<file path="config.mk">
export PLATFORM = sky130hd
export DESIGN_NAME = pipeline_ctrl_flat
export DESIGN_NICKNAME = d
export VERILOG_FILES = /design/src/rtl/pipeline_ctrl_if.sv /design/src/rtl/pipeline_ctrl.sv /design/src/flat_wrapper.sv
export SDC_FILE = /design/constraint.sdc
export NUM_CORES = 1
export LEC_CHECK = 0
export BUFFER_PORTS_ARGS = -buffer_cell sky130_fd_sc_hd__buf_2
export CAP_MARGIN = 0
export CORE_MARGIN = 2
export CORE_UTILIZATION = 35
export DETAILED_ROUTE_END_ITERATION = 10
export GPL_TIMING_DRIVEN = 0
export PLACE_DENSITY = 0.59
export SLEW_MARGIN = 40
export SYNTH_ARGS = -nofsm -noshare
export SYNTH_HDL_FRONTEND = slang
export SYNTH_SLANG_ARGS = --single-unit
</file>
<file path="constraint.sdc">
create_clock -name clk -period 5.9 [get_ports clk]
set_input_delay 1.18 -clock clk [delete_from_list [all_inputs] [get_ports clk]]
set_output_delay 1.18 -clock clk [all_outputs]
set_load 0.01 [all_outputs]
</file>
<file path="src/rtl/pipeline_ctrl_if.sv">
// ---------------------------------------------------------------------------
// pipeline_ctrl_if
//   Bundle between the pipeline datapath and its sequencing controller.
//   Parameter CNT_W must match the CNT_W of the pipeline_ctrl it connects to.
//
//   Hazard inputs : fwd_en, id_src1/2, id_src1_valid, id_two_src,
//                   ex_dest, ex_wb_en, ex_mem_r_en, mem_dest, mem_wb_en
//   Branch input  : ex_branch_taken
//   SRAM handshake: mem_req, mem_ready
//   Counter ctrl  : cnt_clr
//   Control out   : pc_freeze, if_id_freeze, if_id_flush, id_ex_flush,
//                   back_freeze, mem_timeout
//   Counters out  : stall_cnt, flush_cnt, wait_cnt
//
//   slave  = controller side, master = datapath / bench side.
// ---------------------------------------------------------------------------
interface pipeline_ctrl_if #(
    parameter int CNT_W = 16
);
    logic             fwd_en;
    logic [3:0]       id_src1;
    logic [3:0]       id_src2;
    logic             id_src1_valid;
    logic             id_two_src;
    logic [3:0]       ex_dest;
    logic             ex_wb_en;
    logic             ex_mem_r_en;
    logic [3:0]       mem_dest;
    logic             mem_wb_en;
    logic             ex_branch_taken;
    logic             mem_req;
    logic             mem_ready;
    logic             cnt_clr;

    logic             pc_freeze;
    logic             if_id_freeze;
    logic             if_id_flush;
    logic             id_ex_flush;
    logic             back_freeze;
    logic             mem_timeout;
    logic [CNT_W-1:0] stall_cnt;
    logic [CNT_W-1:0] flush_cnt;
    logic [CNT_W-1:0] wait_cnt;

    modport slave (
        input  fwd_en, id_src1, id_src2, id_src1_valid, id_two_src,
               ex_dest, ex_wb_en, ex_mem_r_en, mem_dest, mem_wb_en,
               ex_branch_taken, mem_req, mem_ready, cnt_clr,
        output pc_freeze, if_id_freeze, if_id_flush, id_ex_flush,
               back_freeze, mem_timeout, stall_cnt, flush_cnt, wait_cnt
    );

    modport master (
        output fwd_en, id_src1, id_src2, id_src1_valid, id_two_src,
               ex_dest, ex_wb_en, ex_mem_r_en, mem_dest, mem_wb_en,
               ex_branch_taken, mem_req, mem_ready, cnt_clr,
        input  pc_freeze, if_id_freeze, if_id_flush, id_ex_flush,
               back_freeze, mem_timeout, stall_cnt, flush_cnt, wait_cnt
    );
endinterface

</file>
<file path="src/rtl/pipeline_ctrl.sv">
// ---------------------------------------------------------------------------
// pipeline_ctrl
//   Decides each cycle whether the five-stage pipeline advances, holds or
//   takes a bubble. Priority: SRAM wait freeze > EX branch redirect > ID data
//   hazard. Tracks long SRAM waits and traps into ERROR after MEM_TIMEOUT
//   cycles. Keeps saturating stall / flush / wait counters.
//
//   Ports:
//     clk  - pipeline clock
//     rst  - synchronous active-high reset
//     bus  - pipeline_ctrl_if.slave (hazard, branch, SRAM and counter I/O)
//
//   Control outputs are combinational from state and inputs and are forced
//   low while rst is high.
// ---------------------------------------------------------------------------
module pipeline_ctrl #(
    parameter int CNT_W       = 16,
    parameter int MEM_TIMEOUT = 255
) (
    input  logic            clk,
    input  logic            rst,
    pipeline_ctrl_if.slave  bus
);
    localparam int TMO_W = (MEM_TIMEOUT < 1) ? 1 : $clog2(MEM_TIMEOUT + 1);
    localparam logic [TMO_W-1:0] TMO_MAX = TMO_W'(MEM_TIMEOUT);

    typedef enum logic [1:0] {IDLE, WAIT, ERROR} state_e;

    state_e           state_q, state_d;
    logic [TMO_W-1:0] tmo_q, tmo_d;
    logic [CNT_W-1:0] stall_q, stall_d;
    logic [CNT_W-1:0] flush_q, flush_d;
    logic [CNT_W-1:0] wait_q, wait_d;

    logic mem_freeze;
    logic data_hazard;
    logic branch_apply;
    logic stall_apply;
    logic pc_freeze, if_id_freeze, if_id_flush, id_ex_flush, back_freeze;
    logic mem_timeout;

    // Hazard on one source register. With forwarding only a load in EX
    // cannot be bypassed; without it any pending writer in EX or MEM blocks.
    function automatic logic src_hazard(
        input logic       used,
        input logic [3:0] s,
        input logic       fwd,
        input logic [3:0] exd,
        input logic       ex_wb,
        input logic       ex_rd,
        input logic [3:0] memd,
        input logic       mem_wb
    );
        if (!used)
            return 1'b0;
        if (fwd)
            return ex_rd && ex_wb && (exd == s);
        return (ex_wb && (exd == s)) || (mem_wb && (memd == s));
    endfunction

    function automatic logic [CNT_W-1:0] sat_inc(
        input logic [CNT_W-1:0] v,
        input logic             en
    );
        return (en && (v != '1)) ? v + 1'b1 : v;
    endfunction

    always_comb begin
        // NOTE: every variable gets a default before any branch so no path
        // leaves it unassigned, which would otherwise infer a latch.
        state_d      = state_q;
        tmo_d        = tmo_q;
        pc_freeze    = 1'b0;
        if_id_freeze = 1'b0;
        if_id_flush  = 1'b0;
        id_ex_flush  = 1'b0;
        back_freeze  = 1'b0;

        unique case (state_q)
            IDLE: begin
                if (bus.mem_req && !bus.mem_ready) begin
                    state_d = WAIT;
                    tmo_d   = '0;
                end
            end
            WAIT: begin
                // A ready in the last allowed cycle still completes the access.
                if (bus.mem_ready)
                    state_d = IDLE;
                else if (tmo_q == TMO_MAX)
                    state_d = ERROR;
                else
                    tmo_d = tmo_q + 1'b1;
            end
            ERROR: ;
            default: state_d = IDLE;
        endcase

        // Mealy freeze: a request answered in the same cycle never stalls.
        mem_freeze = ((state_q == IDLE) && bus.mem_req && !bus.mem_ready) ||
                     ((state_q == WAIT) && !bus.mem_ready) ||
                     (state_q == ERROR);

        data_hazard =
            src_hazard(bus.id_src1_valid, bus.id_src1, bus.fwd_en, bus.ex_dest,
                       bus.ex_wb_en, bus.ex_mem_r_en, bus.mem_dest, bus.mem_wb_en) ||
            src_hazard(bus.id_two_src, bus.id_src2, bus.fwd_en, bus.ex_dest,
                       bus.ex_wb_en, bus.ex_mem_r_en, bus.mem_dest, bus.mem_wb_en);

        // A branch seen while frozen stays in EX and is applied once released.
        branch_apply = !rst && !mem_freeze && bus.ex_branch_taken;
        stall_apply  = !rst && !mem_freeze && !bus.ex_branch_taken && data_hazard;

        if (!rst) begin
            if (mem_freeze) begin
                pc_freeze    = 1'b1;
                if_id_freeze = 1'b1;
                back_freeze  = 1'b1;
            end else if (bus.ex_branch_taken) begin
                if_id_flush  = 1'b1;
                id_ex_flush  = 1'b1;
            end else if (data_hazard) begin
                pc_freeze    = 1'b1;
                if_id_freeze = 1'b1;
                id_ex_flush  = 1'b1;
            end
        end

        mem_timeout = !rst && (state_q == ERROR);

        if (bus.cnt_clr) begin
            stall_d = '0;
            flush_d = '0;
            wait_d  = '0;
        end else begin
            stall_d = sat_inc(stall_q, stall_apply);
            flush_d = sat_inc(flush_q, branch_apply);
            wait_d  = sat_inc(wait_q, !rst && mem_freeze);
        end
    end

    // NOTE: sequential state uses non-blocking assignments so every register
    // samples the pre-edge value of the others, independent of order.
    always_ff @(posedge clk) begin
        if (rst) begin
            state_q <= IDLE;
            tmo_q   <= '0;
            stall_q <= '0;
            flush_q <= '0;
            wait_q  <= '0;
        end else begin
            state_q <= state_d;
            tmo_q   <= tmo_d;
            stall_q <= stall_d;
            flush_q <= flush_d;
            wait_q  <= wait_d;
        end
    end

    assign bus.pc_freeze    = pc_freeze;
    assign bus.if_id_freeze = if_id_freeze;
    assign bus.if_id_flush  = if_id_flush;
    assign bus.id_ex_flush  = id_ex_flush;
    assign bus.back_freeze  = back_freeze;
    assign bus.mem_timeout  = mem_timeout;
    assign bus.stall_cnt    = stall_q;
    assign bus.flush_cnt    = flush_q;
    assign bus.wait_cnt     = wait_q;
endmodule

</file>
<file path="src/flat_wrapper.sv">
// flat-port wrapper written by rule: the top's interface ports become plain ports
module pipeline_ctrl_flat 
#(
    parameter int CNT_W       = 16,
    parameter int MEM_TIMEOUT = 255
)
  (clk, rst, bus_fwd_en, bus_id_src1, bus_id_src2, bus_id_src1_valid, bus_id_two_src, bus_ex_dest, bus_ex_wb_en, bus_ex_mem_r_en, bus_mem_dest, bus_mem_wb_en, bus_ex_branch_taken, bus_mem_req, bus_mem_ready, bus_cnt_clr, bus_pc_freeze, bus_if_id_freeze, bus_if_id_flush, bus_id_ex_flush, bus_back_freeze, bus_mem_timeout, bus_stall_cnt, bus_flush_cnt, bus_wait_cnt);
  pipeline_ctrl_if #(.CNT_W(CNT_W)) bus_i ();
  input  logic clk;
  input  logic rst;
  input wire logic [$bits(bus_i.fwd_en)-1:0] bus_fwd_en;
  input wire logic [$bits(bus_i.id_src1)-1:0] bus_id_src1;
  input wire logic [$bits(bus_i.id_src2)-1:0] bus_id_src2;
  input wire logic [$bits(bus_i.id_src1_valid)-1:0] bus_id_src1_valid;
  input wire logic [$bits(bus_i.id_two_src)-1:0] bus_id_two_src;
  input wire logic [$bits(bus_i.ex_dest)-1:0] bus_ex_dest;
  input wire logic [$bits(bus_i.ex_wb_en)-1:0] bus_ex_wb_en;
  input wire logic [$bits(bus_i.ex_mem_r_en)-1:0] bus_ex_mem_r_en;
  input wire logic [$bits(bus_i.mem_dest)-1:0] bus_mem_dest;
  input wire logic [$bits(bus_i.mem_wb_en)-1:0] bus_mem_wb_en;
  input wire logic [$bits(bus_i.ex_branch_taken)-1:0] bus_ex_branch_taken;
  input wire logic [$bits(bus_i.mem_req)-1:0] bus_mem_req;
  input wire logic [$bits(bus_i.mem_ready)-1:0] bus_mem_ready;
  input wire logic [$bits(bus_i.cnt_clr)-1:0] bus_cnt_clr;
  output wire logic [$bits(bus_i.pc_freeze)-1:0] bus_pc_freeze;
  output wire logic [$bits(bus_i.if_id_freeze)-1:0] bus_if_id_freeze;
  output wire logic [$bits(bus_i.if_id_flush)-1:0] bus_if_id_flush;
  output wire logic [$bits(bus_i.id_ex_flush)-1:0] bus_id_ex_flush;
  output wire logic [$bits(bus_i.back_freeze)-1:0] bus_back_freeze;
  output wire logic [$bits(bus_i.mem_timeout)-1:0] bus_mem_timeout;
  output wire logic [$bits(bus_i.stall_cnt)-1:0] bus_stall_cnt;
  output wire logic [$bits(bus_i.flush_cnt)-1:0] bus_flush_cnt;
  output wire logic [$bits(bus_i.wait_cnt)-1:0] bus_wait_cnt;
  assign bus_i.fwd_en = bus_fwd_en;
  assign bus_i.id_src1 = bus_id_src1;
  assign bus_i.id_src2 = bus_id_src2;
  assign bus_i.id_src1_valid = bus_id_src1_valid;
  assign bus_i.id_two_src = bus_id_two_src;
  assign bus_i.ex_dest = bus_ex_dest;
  assign bus_i.ex_wb_en = bus_ex_wb_en;
  assign bus_i.ex_mem_r_en = bus_ex_mem_r_en;
  assign bus_i.mem_dest = bus_mem_dest;
  assign bus_i.mem_wb_en = bus_mem_wb_en;
  assign bus_i.ex_branch_taken = bus_ex_branch_taken;
  assign bus_i.mem_req = bus_mem_req;
  assign bus_i.mem_ready = bus_mem_ready;
  assign bus_i.cnt_clr = bus_cnt_clr;
  assign bus_pc_freeze = bus_i.pc_freeze;
  assign bus_if_id_freeze = bus_i.if_id_freeze;
  assign bus_if_id_flush = bus_i.if_id_flush;
  assign bus_id_ex_flush = bus_i.id_ex_flush;
  assign bus_back_freeze = bus_i.back_freeze;
  assign bus_mem_timeout = bus_i.mem_timeout;
  assign bus_stall_cnt = bus_i.stall_cnt;
  assign bus_flush_cnt = bus_i.flush_cnt;
  assign bus_wait_cnt = bus_i.wait_cnt;
  pipeline_ctrl #(.CNT_W(CNT_W), .MEM_TIMEOUT(MEM_TIMEOUT)) u_core (.clk(clk), .rst(rst), .bus(bus_i));
endmodule
</file>
# Word level (Yosys, flattened, before mapping)
# Cells that the tools add are included.
dict set report classes {
  order_cmp 0
  n_addsub 4
  n_shift 0
  div_mod_pow 0
  n_reduce_logical 34
  mux 31
  bitwise 1
  multipliers 0
  eq_ne 14
}
# op count
set ops {}
lappend ops {{adder 16 x 1 -> 16 bit (second input constant)} 3}
lappend ops {{inequality test 16 bit (second input constant)} 3}
lappend ops {{two-way mux 8 bit} 3}
lappend ops {{two-way mux 1 bit} 23}
lappend ops {{logical AND 1 bit} 20}
lappend ops {{equality test 4 bit} 4}
lappend ops {{one-hot mux 8 bit (2 select lines)} 1}
lappend ops {{adder 8 x 1 -> 8 bit (second input constant)} 1}
lappend ops {{equality test 8 bit (second input constant)} 1}
lappend ops {{two-way mux 2 bit} 3}
lappend ops {{one-hot mux 2 bit (3 select lines)} 1}
lappend ops {{logical OR 1 bit} 5}
lappend ops {{logical NOT 1 bit} 4}
lappend ops {{inequality test 2 bit (second input constant)} 2}
lappend ops {{AND reduction 4 bit} 1}
lappend ops {{inequality test 3 x 2 -> 1 bit (second input constant)} 1}
lappend ops {{AND reduction 3 bit} 1}
lappend ops {{equality test 2 x 1 -> 1 bit (second input constant)} 1}
lappend ops {{equality test 2 bit (second input constant)} 1}
lappend ops {{logical NOT 2 bit} 1}
lappend ops {{inequality test 2 x 1 -> 1 bit (second input constant)} 1}
lappend ops {{nonzero test 2 bit} 1}
lappend ops {{OR reduction 2 bit} 1}
lappend ops {{inverter 1 bit} 1}
dict set report totals {
  regBits 58
  latch_bits 0
  mem_bits_ro 0
  mem_bits_rw 0
  memories 0
  out_inout_bits 54
}

# Logic depth before layout (Yosys ltp)
dict set report logic_depth {
  depth_word 10
  depth_mapped 9
  ltp_nobuf 7
}

# Least setup slack after synthesis
# Ideal clock, no wire load.
dict set report synth_timing {
  path_kind {input to output}
  from {in bus_ex_dest[0]}
  to {out bus_pc_freeze}
  n_path_buf 3
  slack_ns 2.011
  t_arrival_ns 2.709
  path_stages 9
  path_cell_list {xor2_1 -> nor3_1 -> nand4_1 -> and4_1 -> clkbuf_1 -> clkbuf_1 -> o21a_1 -> nor2_1 -> buf_4}
}
dict set report synth_between {
  elab_chain_len 10
  elab_cells_between_ends 19
}
# item line
set synth_lines {}
lappend synth_lines {{start, declared} flat_wrapper.sv:16} ;# input wire logic [$bits(bus_i.ex_dest)-1:0] bus_ex_dest;
lappend synth_lines {{equality test 4 bit} {pipeline_ctrl.sv:57, pipeline_ctrl.sv:58}}
lappend synth_lines {{logical AND 1 bit, on equally long branches} {pipeline_ctrl.sv:57, pipeline_ctrl.sv:58}}
lappend synth_lines {{two-way mux 1 bit / logical OR 1 bit (equally long branches)} {pipeline_ctrl.sv:56, pipeline_ctrl.sv:58}}
lappend synth_lines {{two-way mux 1 bit} pipeline_ctrl.sv:58} ;# return (ex_wb && (exd == s)) || (mem_wb && (memd == s));
lappend synth_lines {{two-way mux 1 bit} pipeline_ctrl.sv:56} ;# if (fwd)
lappend synth_lines {{logical OR 1 bit (*)} pipeline_ctrl.sv:106} ;# bus.ex_wb_en, bus.ex_mem_r_en, bus.mem_dest, bus.mem_wb_en) ||
lappend synth_lines {{two-way mux 1 bit (*) (4 in a row)} --}
lappend synth_lines {{end, declared} flat_wrapper.sv:25} ;# output wire logic [$bits(bus_i.pc_freeze)-1:0] bus_pc_freeze;
# Every way passes the cells marked *; elsewhere a longest branch is shown, timed or not.

# Final worst setup path
dict set report layout_timing {
  from {in bus_id_src1[1]}
  to {out bus_pc_freeze}
}
dict set report layout_between {
  elab_chain_len 10
  elab_cells_between_ends 14
}
# item line
set layout_lines {}
lappend layout_lines {{start, declared} flat_wrapper.sv:12} ;# input wire logic [$bits(bus_i.id_src1)-1:0] bus_id_src1;
lappend layout_lines {{equality test 4 bit, on equally long branches} {pipeline_ctrl.sv:57, pipeline_ctrl.sv:58}}
lappend layout_lines {{logical AND 1 bit, on equally long branches} {pipeline_ctrl.sv:57, pipeline_ctrl.sv:58}}
lappend layout_lines {{two-way mux 1 bit / logical OR 1 bit (equally long branches)} {pipeline_ctrl.sv:56, pipeline_ctrl.sv:58}}
lappend layout_lines {{two-way mux 1 bit (*)} pipeline_ctrl.sv:58}
lappend layout_lines {{two-way mux 1 bit (*)} pipeline_ctrl.sv:56}
lappend layout_lines {{logical OR 1 bit (*)} pipeline_ctrl.sv:106}
lappend layout_lines {{two-way mux 1 bit (*)} pipeline_ctrl.sv:122} ;# end else if (data_hazard) begin
lappend layout_lines {{two-way mux 1 bit (*)} pipeline_ctrl.sv:119} ;# end else if (bus.ex_branch_taken) begin
lappend layout_lines {{two-way mux 1 bit (*)} pipeline_ctrl.sv:115} ;# if (mem_freeze) begin
lappend layout_lines {{two-way mux 1 bit (*)} pipeline_ctrl.sv:114} ;# if (!rst) begin
# Marked as above.

==> flow_metrics.env <==
export IMPL_status="finished, final reports clean"
export IMPL_ys_warn_count=0
export IMPL_die_width_um=97.3
export IMPL_cp_max_fo=10
export IMPL_synth_top_cell_by_area="dfxtp_1"
export IMPL_cts_setup_buffers=0
export IMPL_finalCritPeriodShare_pct=75.2
export IMPL_clk_pin_slew_ps=70
export IMPL_startpoint="bus_id_src1[1]"
export IMPL_cts_tree="done"
export IMPL_ioPinCount=82
export IMPL_yosysSeqAreaShare_pct=38.1
export IMPL_ir_worst_vdd_v=0.0000968
export IMPL_nets=485
export IMPL_yosysTopAreaCellShare_pct=38.1
export IMPL_wl_per_cell_um=13.5
export IMPL_syn2layout_area_growth_pct=25.5
export IMPL_hpwl_um=5630
export IMPL_r2r_start="u_core.bus.stall_cnt[0]"
export IMPL_netlist_cell_type_count=46
export IMPL_setup_worst_path_start_class="input port"
export IMPL_syn_avg_cell_area_sq_um=8.44
export IMPL_gp_congestion=0.820
export IMPL_core_sq_um=8590
export IMPL_placementRows=34
export IMPL_fp_dieH_um=97.3
export IMPL_start_util_pct=35.5
export IMPL_synth_area_sq_um=3050
export IMPL_hold_path_class="reg -> reg"
export IMPL_synth_top_family_by_area="simple AND/OR/NAND/NOR gates"
export IMPL_gr_total_overflow=0
export IMPL_synth_mux_area_share_pct=1.64
export IMPL_first_pass_iters=4
export IMPL_synthesis_nets=393
export IMPL_drt_initial_drc_count=95
export IMPL_period_minus_slack_ps=4440
export IMPL_leakagePower_nw=1.49
export IMPL_clock_sinks=58
export IMPL_ys_top_cells_by_area="dfxtp_1 (38%), xor2_1 (10%), nor2_1 (5.9%), nand4_1 (4.1%), nand2_1 (3.2%)"
export IMPL_viasPerCell=5.17
export IMPL_synth_edf_count=0
export IMPL_postCtsResizedCells=0
export IMPL_worst_slew_pin_slew_ps=710
export IMPL_required_ps=4720
export IMPL_clock_latency_ps=330
export IMPL_io_buffers=81
export IMPL_synthXorXnorAreaFrac_pct=12.9
export IMPL_cts_buffer_depth=2
export IMPL_cp_arrival_ps=3260
export IMPL_antenna_found_initial=0
export IMPL_synth_adder_area_share_pct=1.64
export IMPL_yosys_area_share_simple_pct=31.2
export IMPL_drive_gt1_share_pct=24.5
export IMPL_synthArstFlopShare_pct=0
export IMPL_yosys_register_bits=58
export IMPL_finClkSkew_ps=8.98
export IMPL_worstSetupEndpointType="output pin"
export IMPL_fin_ws_ps=1460
export IMPL_crit_type="in -> out"
export IMPL_drc=0
export IMPL_place_ws_ps=1500
export IMPL_grt_pass1_wl_um=12900
export IMPL_grt_start_max_net_pins=11
export IMPL_ant_nets=0
export IMPL_cts_htree_levels=3
export IMPL_hold_worst_slack_ps=495
export IMPL_rsz0062_at_grt="false"
export IMPL_relSlewSlack_pct=52.0
export IMPL_cts_root_buf="clkbuf_8"
export IMPL_dieArea_sq_um=9470
export IMPL_cap_viol_max_count=0
export IMPL_p_per_area_nw_per_um2=227
export IMPL_hold_viol_final=0
export IMPL_postCtsHoldBufs=0
export IMPL_dp_cells=550
export IMPL_fmax_ghz=0.225
export IMPL_hp_start="u_core.bus.stall_cnt[15]"
export IMPL_vias=2929
export IMPL_cts_buffers=9
export IMPL_diodes=0
export IMPL_finalSetupViolations=0
export IMPL_stdcell_count=566
export IMPL_syn_inst=361
export IMPL_grt_pass1_vias=2713
export IMPL_ys_flop_type="dfxtp_1"
export IMPL_fin_tns_setup_ps=0
export IMPL_track_usage_pct=16.4
export IMPL_routed_wl_um=7650
export IMPL_synth_compound_area_share_pct=12.1
export IMPL_maxSlewViolCount=0
registers in the layout (all words and copies together) (netlist names):
| name | flops |
|---|---|
| u_core.state_q | 2 |
| u_core.bus.stall_cnt | 16 |
| u_core.bus.wait_cnt | 16 |
| u_core.bus.flush_cnt | 16 |
| u_core.tmo_q | 8 |
final timing paths:
check,end,slack [ps],cells after the start
max,bus_pc_freeze,1460,11
min,u_core.bus.stall_cnt[15],490,2
max reg2reg,u_core.bus.stall_cnt[10],3640,7
min reg2reg,u_core.bus.stall_cnt[15],490,2
routing by layer:
layer	up-vias	wire length, um	GRT usage, %
li1	1502	-	-
met1	1352	3690	22.0
met2	64	3510	25.7
met3	11	320	3.17
met4	0	133	7.26
met5	-	0	0
layout by cell type (no fill, tap or decap), types with 5 or more instances in the layout:
cell	netlist	routed
nor2_1	48	48
and4_1	6	6
nand3_1	19	19
or3_1	8	8
and3_1	8	8
nand2_1	26	26
xor2_1	36	36
nand4_1	20	20
xnor2_1	9	9
a21oi_1	19	19
o31ai_1	10	10
clkbuf_8	0	10
nor3_1	9	8
buf_2	1	82
dfxtp_1	58	58
clkbuf_1	10	11
or4_1	12	12
o21ai_0	8	8
mux2i_1	5	5
Yosys cell counts, drive strengths merged, types with 3 or more instances:
master / n
dfxtp: 58
nor2: 48
xor2: 36
nand2: 26
a21oi: 20
nand3: 20
nand4: 20
or4: 12
clkbuf: 10
o31ai: 10
nor3: 9
xnor2: 9
and3: 8
o21ai: 8
or3: 8
and4: 6
mux2i: 5
or2: 5
buf: 4
ha: 4
inv: 4
nor2b: 3
nor3b: 3
nor4: 3
through the flow:
stage | utilization [%] | cell area [sq um] | power (W)
2_1_floorplan | - | 3050 | 0.000439
3_3_place_gp | 41.7 | 3590 | 0.000464
3_5_place_dp | 41.8 | 3590 | 0.000465
4_1_cts | 44.4 | 3810 | 0.000877
5_1_grt | 44.5 | 3820 | 0.000904
6_report | 44.5 | 3820 | 0.000868
power by group:
| part | internal, W | switching (W) |
|---|---|---|
| Clock | 0.000248 | 0.000164 |
| Combinational | 0.0000240 | 0.0000377 |
| Sequential | 0.000393 | 0.00000162 |
| Total | 0.000665 | 0.000203 |
logic make-up (layout without fill, tap and decap cells):
kind of cell | after synthesis | in the layout
AO/OA/AOI/OAI | 53 | 53
adder cells (fa/ha/maj) | 4 | 4
buffers and inverters | 18 | 115
flip-flops | 58 | 58
multiplexers | 5 | 5
XOR/XNOR | 45 | 45
AND/OR/NAND/NOR | 178 | 178
layout make-up:
cell class / count / area [sq um]
clock inverters: 5 / 77.6
flip-flops and latches: 58 / 1160
well taps: 108 / 135
clock buffers: 11 / 141
fillers: 894 / 4770
multi-input cells: 285 / 1830
plain buffers: 14 / 57.6
inverters: 4 / 15.0
repair buffers: 81 / 405
critical path, cell delays in order:
cell and delay [ps]:
buf_2 110, xor2_1 190, nor3_1 80, nand4_1 90
and4_1 240, clkbuf_1 390, clkbuf_1 450, o21a_1 200
nor2_1 50, buf_4 150, buf_2 130
Power figures use the tool's default switching activity.
